## src/rtl/cte_rgb_out_buffer_pkg.sv

```systemverilog
// cte_rgb_out_buffer_pkg: shared pixel type and sizing helper for the CTE RGB output buffer.
package cte_rgb_out_buffer_pkg;
    localparam int RGB_W = 24;
    typedef logic [RGB_W-1:0] rgb_t;
    function automatic int clog2(input int v);
        int r;
        r = 0;
        for (int i = 0; i < 32; i++)
            if ((1 << r) < v) r++;
        return r;
    endfunction
endpackage

```

## src/rtl/cte_rgb_out_buffer_if.sv

```systemverilog
// cte_rgb_out_buffer_if: CTE pixel capture side and frame-sink drain side of the output buffer.
interface cte_rgb_out_buffer_if
    import cte_rgb_out_buffer_pkg::*;
#(
    parameter int LVL_W = 5
);
    logic             pix_valid;
    rgb_t             pix_rgb;
    logic             dout_valid;
    logic             dout_ready;
    rgb_t             dout_rgb;
    logic             dout_last;
    logic [LVL_W-1:0] level;
    logic             almost_full;
    logic             overflow;
    logic             clr_ovf;
    modport master (
        output pix_valid, pix_rgb, dout_ready, clr_ovf,
        input  dout_valid, dout_rgb, dout_last, level, almost_full, overflow
    );
    modport slave (
        input  pix_valid, pix_rgb, dout_ready, clr_ovf,
        output dout_valid, dout_rgb, dout_last, level, almost_full, overflow
    );
endinterface

```

## src/rtl/cte_rgb_out_buffer_fifo_mem.sv

```systemverilog
// cte_fifo_mem: DEPTH x rgb_t register array, synchronous write, asynchronous read.
module cte_fifo_mem
    import cte_rgb_out_buffer_pkg::*;
#(
    parameter int DEPTH  = 16,
    parameter int ADDR_W = 4
) (
    input  logic              clk,
    input  logic              i_we,
    input  logic [ADDR_W-1:0] i_waddr,
    input  rgb_t              i_wdata,
    input  logic [ADDR_W-1:0] i_raddr,
    output rgb_t              o_rdata
);
    rgb_t r_mem [DEPTH];
    always_ff @(posedge clk) begin
        if (i_we) r_mem[i_waddr] <= i_wdata;
    end
    assign o_rdata = r_mem[i_raddr];
endmodule

```

## src/rtl/cte_rgb_out_buffer.sv

```systemverilog
// cte_rgb_out_buffer: FWFT FIFO capturing unstallable CTE rgb_out pixels and draining them
// to the frame sink with end-of-frame marking, almost_full back-pressure and sticky overflow.
module cte_rgb_out_buffer
    import cte_rgb_out_buffer_pkg::*;
#(
    parameter int DEPTH         = 16,
    parameter int AF_MARGIN     = 4,
    parameter int PIX_PER_FRAME = 500
) (
    input  logic                  clk,
    input  logic                  reset,
    cte_rgb_out_buffer_if.slave   bus
);
    localparam int PTR_W = clog2(DEPTH);
    localparam int LVL_W = PTR_W + 1;
    localparam int CNT_W = clog2(PIX_PER_FRAME);

    logic [PTR_W-1:0] r_wr_ptr;
    logic [PTR_W-1:0] r_rd_ptr;
    logic [LVL_W-1:0] r_level;
    logic [CNT_W-1:0] r_out_cnt;
    logic             r_overflow;
    logic             w_valid;
    logic             w_full;
    logic             w_pop;
    logic             w_push;
    logic             w_drop;
    logic             w_last;
    rgb_t             w_rd_data;

    assign w_valid = r_level != '0;
    assign w_full  = r_level == LVL_W'(DEPTH);
    assign w_pop   = w_valid && bus.dout_ready;
    // a full FIFO still accepts a pixel when the head leaves in the same cycle
    assign w_push  = bus.pix_valid && (!w_full || w_pop);
    assign w_drop  = bus.pix_valid && w_full && !w_pop;
    assign w_last  = w_valid && r_out_cnt == CNT_W'(PIX_PER_FRAME - 1);

    cte_fifo_mem #(
        .DEPTH  (DEPTH),
        .ADDR_W (PTR_W)
    ) u_mem (
        .clk     (clk),
        .i_we    (w_push),
        .i_waddr (r_wr_ptr),
        .i_wdata (bus.pix_rgb),
        .i_raddr (r_rd_ptr),
        .o_rdata (w_rd_data)
    );

    always_ff @(posedge clk) begin
        if (reset) begin
            r_wr_ptr   <= '0;
            r_rd_ptr   <= '0;
            r_level    <= '0;
            r_out_cnt  <= '0;
            r_overflow <= 1'b0;
        end else begin
            if (w_push) r_wr_ptr <= r_wr_ptr + 1'b1;
            if (w_pop) r_rd_ptr <= r_rd_ptr + 1'b1;
            r_level <= r_level + LVL_W'(w_push) - LVL_W'(w_pop);
            if (w_pop) r_out_cnt <= w_last ? '0 : r_out_cnt + 1'b1;
            r_overflow <= w_drop ? 1'b1 : (bus.clr_ovf ? 1'b0 : r_overflow);
        end
    end

    assign bus.dout_valid  = w_valid;
    assign bus.dout_rgb    = w_valid ? w_rd_data : '0;
    assign bus.dout_last   = w_last;
    assign bus.level       = r_level;
    assign bus.almost_full = r_level >= LVL_W'(DEPTH - AF_MARGIN);
    assign bus.overflow    = r_overflow;
endmodule

```

## src/flat_wrapper.sv

```systemverilog
// flat-port wrapper written by rule: the top's interface ports become plain ports
module cte_rgb_out_buffer_flat import cte_rgb_out_buffer_pkg::*;
#(
    parameter int DEPTH         = 16,
    parameter int AF_MARGIN     = 4,
    parameter int PIX_PER_FRAME = 500
)
  (clk, reset, bus_pix_valid, bus_pix_rgb, bus_dout_ready, bus_clr_ovf, bus_dout_valid, bus_dout_rgb, bus_dout_last, bus_level, bus_almost_full, bus_overflow);
  cte_rgb_out_buffer_if #(.LVL_W(5)) bus_i ();
  input  logic clk;
  input  logic reset;
  input wire logic [$bits(bus_i.pix_valid)-1:0] bus_pix_valid;
  input wire logic [$bits(bus_i.pix_rgb)-1:0] bus_pix_rgb;
  input wire logic [$bits(bus_i.dout_ready)-1:0] bus_dout_ready;
  input wire logic [$bits(bus_i.clr_ovf)-1:0] bus_clr_ovf;
  output wire logic [$bits(bus_i.dout_valid)-1:0] bus_dout_valid;
  output wire logic [$bits(bus_i.dout_rgb)-1:0] bus_dout_rgb;
  output wire logic [$bits(bus_i.dout_last)-1:0] bus_dout_last;
  output wire logic [$bits(bus_i.level)-1:0] bus_level;
  output wire logic [$bits(bus_i.almost_full)-1:0] bus_almost_full;
  output wire logic [$bits(bus_i.overflow)-1:0] bus_overflow;
  assign bus_i.pix_valid = bus_pix_valid;
  assign bus_i.pix_rgb = bus_pix_rgb;
  assign bus_i.dout_ready = bus_dout_ready;
  assign bus_i.clr_ovf = bus_clr_ovf;
  assign bus_dout_valid = bus_i.dout_valid;
  assign bus_dout_rgb = bus_i.dout_rgb;
  assign bus_dout_last = bus_i.dout_last;
  assign bus_level = bus_i.level;
  assign bus_almost_full = bus_i.almost_full;
  assign bus_overflow = bus_i.overflow;
  cte_rgb_out_buffer #(.DEPTH(DEPTH), .AF_MARGIN(AF_MARGIN), .PIX_PER_FRAME(PIX_PER_FRAME)) u_core (.clk(clk), .reset(reset), .bus(bus_i));
endmodule
```

## config.mk

```make
export PLATFORM = sky130hd
export DESIGN_NAME = cte_rgb_out_buffer_flat
export DESIGN_NICKNAME = d
export VERILOG_FILES = /design/src/rtl/cte_rgb_out_buffer_pkg.sv /design/src/rtl/cte_rgb_out_buffer_if.sv /design/src/rtl/cte_rgb_out_buffer_fifo_mem.sv /design/src/rtl/cte_rgb_out_buffer.sv /design/src/flat_wrapper.sv
export SDC_FILE = /design/constraint.sdc
export NUM_CORES = 1
export LEC_CHECK = 0
export CORE_ASPECT_RATIO = 1.5
export CORE_UTILIZATION = 31
export CTS_CLUSTER_SIZE = 12
export DETAILED_ROUTE_END_ITERATION = 12
export DONT_BUFFER_PORTS = 1
export SLEW_MARGIN = 25
export SYNTH_ARGS = -nofsm -noshare
export SYNTH_HDL_FRONTEND = slang
export SYNTH_SLANG_ARGS = --single-unit
```

## constraint.sdc

```tcl
create_clock -name clk -period 4.3 [get_ports clk]
set_input_delay 0.86 -clock clk [delete_from_list [all_inputs] [get_ports clk]]
set_output_delay 0.86 -clock clk [all_outputs]
set_load 0.02 [all_outputs]
```

### After elaboration in Yosys (flattened, before gate mapping)

Memory sizes are Yosys's and may differ from the RTL's. A register that Yosys moved wholly into a read port is not among the register bits.
Index checks and enable logic that the tools add are counted.

* flip-flop bits (word level): 23
* memory bits (writable): 384
* output and inout bits: 33
* memories: 1

* add/subtract/negate cells: 5
* order comparisons: 1
* eq/ne operators: 2
* mux-type cells: 8
* reductions and logical operators: 10

Memory list
* u_core.u_mem.r_mem: words 16, bits a word 24, read ports 1, clocked after Yosys merged registers in 1, write ports 1, RTL line cte_rgb_out_buffer_fifo_mem.sv:15 `rgb_t r_mem [DEPTH];`

Operator list (number)
* 2-to-1 mux 24 bit: 1
* adder 9 x 1 -> 9 bit, second input constant: 1
* equality test 9 bit, second input constant: 1
* 2-to-1 mux 9 bit: 1
* adder 4 x 1 -> 4 bit, second input constant: 2
* 2-to-1 mux 4 bit: 2
* adder 5 x 1 -> 5 bit: 1
* equality test 5 bit, second input constant: 1
* greater-or-equal comparator 5 x 4 -> 1 bit, second input constant: 1
* logical AND 1 bit: 5
* nonzero test 5 bit: 1
* subtractor 5 x 1 -> 5 bit: 1
* 2-to-1 mux 1 bit: 4
* zero test 1 bit: 2
* nonzero test 2 bit: 1
* logical OR 1 bit: 1

### Logic depth before layout (Yosys ltp)

Gate-level depths: netlist of the first run.

* depth in word-level cells: 6
* gate-level depth with buffers: 13
* gate-level depth less buffers: 13

### By module

From an unflattened synthesis of the first run, not the netlist that was laid out.

* cell total of the unflattened synthesis: 773
* area total of the unflattened synthesis: 15845.2 um^2

By module, submodules not included
* cte_fifo_mem: times used 1, cells an instance 612, area each 14450.1 um^2, sequential area each 11531.1 um^2
* cte_rgb_out_buffer: times used 1, cells an instance 161, area each 1395.1 um^2, sequential area each 460.4 um^2

### Worst setup path after synthesis of the first run

No wires, ideal clock.

* kind: reg2reg
* from: reg u_core.r_level[2] (netlist: u_core.bus.level[2])
* to: mem u_core.u_mem.r_mem[0][0] (netlist bit), enable pin
* arrival time: 3.150 ns
* path slack: 0.715 ns
* cell stages (with the launch flop): 8
* buffers on the path: 1
* cell sequence: dfxtp_1 -> inv_1 -> ha_1 -> or3b_2 -> o21a_1 -> clkbuf_1 -> nand2_1 -> nor3_1

* word-level cells in the longest chain between the ends: 6

RTL lines
* from (decl): RTL line cte_rgb_out_buffer.sv:20 `logic [LVL_W-1:0] r_level;`
* from (signal assigned): RTL line cte_rgb_out_buffer.sv:61 `r_level <= r_level + LVL_W'(w_push) - LVL_W'(w_pop);`
* equality test 5 bit or nonzero test 5 bit (tied branches): RTL line cte_rgb_out_buffer.sv:32, cte_rgb_out_buffer.sv:31
* zero test 1 bit or logical AND 1 bit (tied branches): RTL line cte_rgb_out_buffer.sv:35, cte_rgb_out_buffer.sv:33
* logical OR 1 bit (*): RTL line cte_rgb_out_buffer.sv:35 `assign w_push = bus.pix_valid && (!w_full || w_pop);`
* logical AND 1 bit (*): RTL line cte_rgb_out_buffer.sv:35
* net u_core.u_mem.i_we: RTL line cte_rgb_out_buffer_fifo_mem.sv:9 `input logic i_we,`
* 2-to-1 mux 1 bit (*): RTL line cte_rgb_out_buffer_fifo_mem.sv:17 `if (i_we) r_mem[i_waddr] <= i_wdata;`
* 2-to-1 mux 1 bit (not written as such) (*): RTL line cte_rgb_out_buffer_fifo_mem.sv:17
* to (decl): RTL line cte_rgb_out_buffer_fifo_mem.sv:15

Mark *: on every way through the listed nets, which the timed path passes. The rest lies on a longest branch.

==> flow_summary.yaml, run 1 <==
critical_path:
  startpoint_type: "flop"
  cp_max_fo: 27
  crit_type: "flop to output port"
  required_ns: 3.44
  crit_buf_inv: 1
  worstRegToRegCells: 6
  endpoint_kind: "output port"
  crit_slowest_cell: "dfxtp_4"
  reg2reg_to: "u_core.u_mem.r_mem[7][10]"
  r2r-start: "u_core.bus.level[2]"
  cpLargestDelayFamily: "flip-flops"
  rrSetupSlack_ns: 1.42
  crit_arrival_ns: 2.80
  cp_cell_sequence: "buf_4 > mux4_2 > mux2i_1 > nor3_1 > a221o_1"
  critPathMaxStageDelay_ns: 0.69
clocking:
  cts_tree: "done"
  clockBufferDepth: 3
  cts_hold_buf: 0
  cts-root-buf: "clkbuf_16"
  postCtsSetupBuffers: 0
  cts_buffers: 41
  clk_latency_ns: 0.53
  htree_levels: 2
  path_clk_slew_ns: 0.06
  clock_sinks: 411
  cts_resized: 0
sta:
  tns_ns: 0
  finalCritPeriodShare_pct: 85.0
  rsz0062_at_grt: "false"
  slew_headroom_pct: 45.0
  finalSetupViolations: 0
  tightestPinTransition_ns: 0.824
  setup_ws_ns: 0.644
  hold_viol: 0
  max_freq_mhz: 273
  period_minus_slack_ns: 3.66
  final_max_slew_viol_count: 0
  finClkSkew_ns: 0.0133
job:
  maxCapViolCount: 0
logic_synthesis:
  synth_edf_count: 384
  syn_area_per_cell_um2: 20.9
  ys.flop_type: "edfxtp_1"
  synth_cell_types: 34
  async_flop_share_pct: 0
  yosysTopAreaCell: "edfxtp_1"
  netlist_instances: 760
  syn_nets: 803
  yosysWarnings: 0
  synth.area.top_cells: "edfxtp_1 73%, mux4_2 14%, dfxtp_1 3.4%, a221o_1 1.6%, mux2i_1 1.6%"
  ys_seq_elements: 411
  synth.most_common_cell: "edfxtp_1"
  synth_common_cells: "384 x edfxtp_1, 96 x mux4_2, 39 x nor2_1"
  ys_seq_area_share_pct: 75.9
  syn_area_mm2: 0.0159
  synth_top_area_share_pct: 72.5
floorplanning:
  die_area_mm2: 0.0522
  initial_core_util_pct: 31.4
  die_x_um: 187
  coreArea_mm2: 0.0507
  num_rows: 101
  die_h_um: 279
  io_pins: 62
placed_design:
  dpl.hpwl_mm: 19.6
  gp_congestion: 0.689
  place_ws_ns: 1.13
  io_buffers: 0
finish:
  multi_input_area_mm2: 0.00365
  seq_area_mm2: 0.0121
  drive_gt1_share_pct: 24.4
  nNetsFinal: 836
  area.growth.synth_to_final_pct: 14.0
  antenna_cells: 0
  nFillCells: 4630
  utilization_pct: 35.8
route:
  vias: 7308
  via_per_inst: 4.94
  drtIter0Drc: 685
  finalWirelength_mm: 34.6
  wl_per_cell_um: 23.4
  drc: 0
  ant_nets: 0
  dr.pass1.iters: 4
grt:
  grt_antenna_before_repair: 0
  grt_use_total_pct: 13.5
  grt_overflow: 0
  grt_pass1_wl_mm: 51.8
  grt_max_degree: 32
  first_global_vias: 7974
hold_path:
  hp-class: "input port to flop"
  hold_start: "reset"
  hold_path_depth: 1
power:
  p_leak_nw: 5.55
  powerDensity_mw_per_mm2: 541
  peakVddDrop_mv: 0.448
status:
  status: "finished clean"
[worst register-to-register path: stages, from the launching register on]
cell and delay [ns]:
dfxtp_1 0.52, inv_1 0.11, ha_1 0.22, or3b_2 0.24
o211ai_1 0.29, nor2_2 0.74, buf_4 0.42
[flip-flops by register name, indices dropped and copies added (netlist names), named ones only]
name                 flops
u_core.bus.level         5
u_core.bus.overflow      1
u_core.r_out_cnt         9
u_core.r_rd_ptr          4
u_core.r_wr_ptr          4
u_core.u_mem.r_mem     384
[report_power, final]
| part | switching (mW) | internal, mW |
|---|---|---|
| sequential | 0.175 | 4.50 |
| clock | 1.38 | 1.95 |
| combinational | 1.01 | 0.797 |
| total | 2.57 | 7.25 |
[through the flow]
step	instance area, um2	cells	hold slack [ns]	power [mW]
6_report	18100	1480	0.390	9.81
5_1_grt	18100	1480	0.368	10.2
4_1_cts	18100	1480	0.359	9.96
3_5_place_dp	16900	1419	0.485	6.62
3_3_place_gp	16900	1419	0.477	6.61
2_1_floorplan	15900	760	0.466	6.13
[final cells by class]
cell class	instances	area share [%]
clock buffers	57	6.28
repair buffers	31	1.70
clock inverters	4	0.407
multi-input cells	297	20.1
flip-flops and latches	411	66.7
inverters	11	0.228
well taps	669	4.62
[cell families (layout without fill, tap and decap cells)]
logic type | count (synthesis) | count (layout) | synth area share (%)
flops | 411 | 411 | 75.9
fa+ha+maj | 14 | 14 | 1.15
compound gates | 38 | 38 | 2.08
xor+xnor | 16 | 16 | 0.881
buf+inv | 52 | 103 | 1.48
simple gates | 108 | 108 | 3.32
mux | 121 | 121 | 15.2
[how the worst max path moves through the flow]
stage / depth (start not counted) / endpoint
final: 5 / bus_dout_rgb[11]
after global routing: 5 / bus_dout_rgb[11]
after floorplan: 7 / u_core.u_mem.r_mem[0][0]
after global placement: 5 / bus_dout_rgb[11]
after detailed placement: 5 / bus_dout_rgb[11]
after CTS: 5 / bus_dout_rgb[10]
[per-layer routing]
metal	global-route usage (%)	routed length (um)	part of all wire, %	up-vias
met5	0	0	0	-
met4	3.49	659	1.9	0
met1	16.4	13600	39	3900
li1	-	-	-	3197
met3	2.98	2200	6.4	51
met2	24.1	18100	52	160
[cells in the final DEF, fill, tap and decap left out, types with 8 or more instances in the layout]
master / n
inv_1: 10
mux4_2: 96
mux2i_1: 25
nand2_1: 11
nor2_2: 13
xor2_1: 8
nor3_1: 28
buf_4: 25
nand3_1: 9
ha_1: 13
clkbuf_1: 13
a221o_1: 25
nor2_1: 26
edfxtp_1: 384
clkbuf_16: 43
dfxtp_1: 24
xnor2_1: 8
Power figures use the tool's default switching activity.
==> run 2, diff against run 1 <==
--- a/config.mk
+++ b/config.mk
@@ -6,10 +6,12 @@
 export NUM_CORES = 1
 export LEC_CHECK = 0
 export CORE_ASPECT_RATIO = 1.5
+export CORE_MARGIN = 2
 export CORE_UTILIZATION = 31
 export CTS_CLUSTER_SIZE = 12
 export DETAILED_ROUTE_END_ITERATION = 12
 export DONT_BUFFER_PORTS = 1
+export REMOVE_ABC_BUFFERS = 1
 export SLEW_MARGIN = 25
 export SYNTH_ARGS = -nofsm -noshare
 export SYNTH_HDL_FRONTEND = slang
==> run 2 against run 1 <==
Effect of this change: worst setup slack got worse by 0.18 ns; global-route usage decreased by 0.57 points; wire length decreased by 2.1%; first-iteration DRC count decreased by 28%; sequential share of layout area decreased by 0.40 points; flip-flop and latch count unchanged; register-to-register slack got worse by 0.23 ns; non-clock buffer count increased by 2; largest cell class unchanged; largest power group unchanged.
==> flow_summary.yaml, run 2 (synthesis results as in run 1) <==
route:
  via_per_inst: 4.85
  dr.pass1.iters: 5
  finalWirelength_mm: 33.9
  drc: 0
  drtIter0Drc: 495
  vias: 7277
  ant_nets: 0
  wl_per_cell_um: 22.6
floorplanning:
  die_area_mm2: 0.0532
  die_x_um: 189
  coreArea_mm2: 0.0507
  num_rows: 101
  die_h_um: 281
  initial_core_util_pct: 31.4
  io_pins: 62
clocking:
  clk_latency_ns: 0.55
  htree_levels: 2
  cts_buffers: 44
  cts_hold_buf: 0
  clock_sinks: 411
  cts_tree: "done"
  cts-root-buf: "clkbuf_16"
  postCtsSetupBuffers: 0
  cts_resized: 0
  path_clk_slew_ns: 0.06
  clockBufferDepth: 3
sta:
  rsz0062_at_grt: "false"
  slew_headroom_pct: 37.7
  finalSetupViolations: 0
  max_freq_mhz: 261
  final_max_slew_viol_count: 0
  finClkSkew_ns: 0.0225
  finalCritPeriodShare_pct: 89.2
  hold_viol: 0
  tightestPinTransition_ns: 0.934
  period_minus_slack_ns: 3.84
grt:
  grt_overflow: 0
  grt_use_total_pct: 12.9
  grt_antenna_before_repair: 0
  grt_max_degree: 35
  grt_pass1_wl_mm: 50.8
  first_global_vias: 7946
power:
  fin_total_pwr_mw: 9.89
  peakVddDrop_mv: 0.258
  p_leak_nw: 5.60
  powerDensity_mw_per_mm2: 542
finish:
  area.growth.synth_to_final_pct: 14.7
  final_common_cell: "edfxtp_1"
  antenna_cells: 0
  nNetsFinal: 841
  nFillCells: 4600
  largest_register: "u_core.u_mem.r_mem"
  largest_reg_flops: 384
  fin_cells: 1500
  drive_gt1_share_pct: 24.9
  mostFrequentLayoutCells: "384 x edfxtp_1, 96 x mux4_2, 44 x clkbuf_16, 28 x nor3_1, 27 x buf_4"
hold_path:
  hp-class: "input port to flop"
critical_path:
  startpoint_type: "flop"
  cpMostUsedCell: "buf_4"
  cpLargestDelayFamily: "buffers and inverters"
  cp_max_fo: 14
  cp_cell_sequence: "inv_1 > ha_1 > nor4b_4 > buf_4 > inv_2 > and3_1 > buf_4 > a221o_1"
  critPathMaxStageDelay_ns: 0.51
  required_ns: 3.44
  endpoint_kind: "output port"
  crit_buf_inv: 4
  crit_arrival_ns: 2.98
  crit_type: "flop to output port"
  crit_slowest_cell: "dfxtp_1"
job:
  maxCapViolCount: 0
placed_design:
  gp_congestion: 0.710
  dpl.hpwl_mm: 19.9
  io_buffers: 0
  place_inst: 1421
status:
  status: "finished clean"
-- run 2: final timing paths --
path | from | endpoint | slack [ns] | cells past startpoint
setup reg to reg | u_core.bus.level[2] | u_core.bus.level[4] | 1.19 | 14
hold reg to reg | u_core.r_rd_ptr[1] | u_core.r_rd_ptr[1] | 0.50 | 2
hold / removal | reset | flop | 0.37 | 1
setup / recovery | u_core.bus.level[2] | bus_dout_rgb[9] | 0.46 | 8
-- run 2: metal layers --
metal / global-route usage [%] / vias up / part of all wire (%)
met5: 0 / - / 0
met4: 3.89 / 0 / 2.3
met3: 3.01 / 55 / 6.0
met2: 23.1 / 179 / 53
met1: 15.4 / 3826 / 39
li1: - / 3217 / -
-- run 2: stage by stage --
| stage | hold WS (ns) | setup TNS (ns) | area (um2) | worst slack [ns] | utilization (%) |
|---|---|---|---|---|---|
| 2_1_floorplan | 0.464 | -23.45 | 15700 | -0.977 | - |
| 3_3_place_gp | 0.480 | 0 | 16900 | 1.04 | 33.4 |
| 3_5_place_dp | 0.493 | 0 | 17000 | 1.03 | 33.4 |
| 4_1_cts | 0.341 | 0 | 18200 | 0.419 | 36.0 |
| 5_1_grt | 0.347 | 0 | 18200 | 0.279 | 36.0 |
| 6_report | 0.368 | 0 | 18200 | 0.463 | 36.0 |
-- run 2: power breakdown --
group / switching, mW / total, mW / internal [mW]
Combinational: 1.00 / 1.80 / 0.801
Clock: 1.49 / 3.41 / 1.91
Sequential: 0.176 / 4.68 / 4.50
-- run 2: final cells by class --
type / count / area (um2) / share of cell area, %
clock inverter: 16 / 111 / 0.611
tap: 669 / 837 / 4.59
sequential: 411 / 12100 / 66.3
clock buffer: 63 / 1170 / 6.43
timing repair buffer: 33 / 330 / 1.81
multi-input combinational: 297 / 3660 / 20.1
inverter: 11 / 41.3 / 0.226
==> run 3, diff against run 2 <==
--- a/config.mk
+++ b/config.mk
@@ -5,12 +5,15 @@
 export SDC_FILE = /design/constraint.sdc
 export NUM_CORES = 1
 export LEC_CHECK = 0
+export CAP_MARGIN = 20
 export CORE_ASPECT_RATIO = 1.5
 export CORE_MARGIN = 2
 export CORE_UTILIZATION = 31
+export CTS_CLUSTER_DIAMETER = 200
 export CTS_CLUSTER_SIZE = 12
 export DETAILED_ROUTE_END_ITERATION = 12
 export DONT_BUFFER_PORTS = 1
+export PLACE_DENSITY = 0.5
 export REMOVE_ABC_BUFFERS = 1
 export SLEW_MARGIN = 25
 export SYNTH_ARGS = -nofsm -noshare
==> run 3 against run 2 <==
Effect of this change: register-to-register slack improved by 0.21 ns; core utilization fell by 0.40 points; sequential power fell by 0.9%; critical path type unchanged; global-route usage rose by 0.85 points; highest routed layer unchanged; die area did not move; clock power fell by 7.0%; worst setup slack got worse by 0.094 ns.
==> flow_summary.yaml, run 3 (synthesis results as in run 1) <==
clocking:
  clock_sinks: 411
  clk_latency_ns: 0.55
  cts_resized: 0
  cts_buffers: 40
  postCtsSetupBuffers: 0
  htree_levels: 2
  cts-root-buf: "clkbuf_16"
  cts_hold_buf: 0
  clockBufferDepth: 3
  cts_tree: "done"
  path_clk_slew_ns: 0.06
finish:
  largest_reg_flops: 384
  mostFrequentLayoutCells: "384 x edfxtp_1, 96 x mux4_2, 41 x clkbuf_16, 28 x nor3_1, 26 x nor2_1"
  area.growth.synth_to_final_pct: 13.4
  nNetsFinal: 833
  final_common_cell: "edfxtp_1"
  antenna_cells: 0
  drive_gt1_share_pct: 23.8
  fin_cells: 1475
  largest_register: "u_core.u_mem.r_mem"
route:
  via_per_inst: 4.93
  finalWirelength_mm: 35.7
  wl_per_cell_um: 24.2
  dr.pass1.iters: 7
  drc: 0
  vias: 7267
  ant_nets: 0
  drtIter0Drc: 483
critical_path:
  rrSetupSlack_ns: 1.40
  cp.depth: 8
  required_ns: 3.44
  cpLargestDelayFamily: "simple AND/OR/NAND/NOR gates"
  r2r-start: "u_core.bus.level[2]"
  crit_end: "bus_dout_rgb[8]"
  crit_slowest_cell: "dfxtp_1"
  startpoint_type: "flop"
  cp_max_fo: 14
  endpoint_kind: "output port"
  crit_buf_inv: 3
  worstRegToRegCells: 7
  crit_arrival_ns: 3.07
  cp-startpoint: "u_core.bus.level[2]"
  crit_type: "flop to output port"
  cp_cell_sequence: "inv_1 > ha_1 > nor4b_4 > inv_2 > nand2_1 > nor2_4 > buf_4 > a221o_1"
  reg2reg_to: "u_core.u_mem.r_mem[14][14]"
  critPathMaxStageDelay_ns: 0.51
power:
  p_leak_nw: 5.48
  fin_total_pwr_mw: 9.65
  peakVddDrop_mv: 0.446
  powerDensity_mw_per_mm2: 535
grt:
  grt_pass1_wl_mm: 53.3
  grt_overflow: 0
  grt_antenna_before_repair: 0
  first_global_vias: 8105
  grt_use_total_pct: 13.8
  grt_max_degree: 41
placed_design:
  place_inst: 1417
  io_buffers: 0
  dpl.hpwl_mm: 20.2
  gp_congestion: 0.665
floorplanning:
  die_h_um: 281
  die_area_mm2: 0.0532
  coreArea_mm2: 0.0507
  num_rows: 101
  die_x_um: 189
  io_pins: 62
  initial_core_util_pct: 31.4
sta:
  rsz0062_at_grt: "false"
  final_max_slew_viol_count: 0
  max_freq_mhz: 254
  finalCritPeriodShare_pct: 91.4
  finalSetupViolations: 0
  tns_ns: 0
  hold_viol: 0
  tightestPinTransition_ns: 0.911
  period_minus_slack_ns: 3.93
  finClkSkew_ns: 0.0225
  slew_headroom_pct: 39.0
hold_path:
  hold_start: "reset"
  hp-class: "input port to flop"
status:
  status: "finished clean"
job:
  maxCapViolCount: 0
## run 3: cell type report
cell class	instances	area (um2)
well taps	669	837
clock buffers	55	1080
inverters	11	41.3
multi-input cells	297	3700
clock inverters	3	28.8
fillers	4645	32600
flip-flops and latches	411	12100
repair buffers	29	268
## run 3: worst min path at each step
| stage | end | cells after the start |
|---|---|---|
| 4_1_cts | flop | 1 |
| 2_1_floorplan | flop | 2 |
| 6_report | flop | 1 |
| 3_5_place_dp | u_core.r_rd_ptr[1] | 2 |
| 3_3_place_gp | u_core.r_rd_ptr[1] | 2 |
| 5_1_grt | flop | 1 |
## run 3: stage by stage
step	hold slack (ns)	setup WS (ns)	instance area, um2	util (%)
floorplan	0.464	-0.977	15700	-
global placement	0.477	0.901	16900	33.4
detailed placement	0.489	0.882	16900	33.4
CTS	0.348	0.297	18000	35.6
global route	0.360	0.161	18000	35.6
finish	0.375	0.369	18000	35.6
## run 3: report_power, final
group | switching (mW) | internal (mW) | total, mW
sequential | 0.140 | 4.50 | 4.64
combinational | 1.04 | 0.796 | 1.84
clock | 1.43 | 1.74 | 3.17
## run 3: per-layer routing
metal	up-vias	share of wire, %	GRT usage, %
li1	3184	-	-
met1	3899	42	17.0
met2	141	51	24.4
met3	43	4.5	2.71
met4	0	2.2	4.25
met5	-	0	0
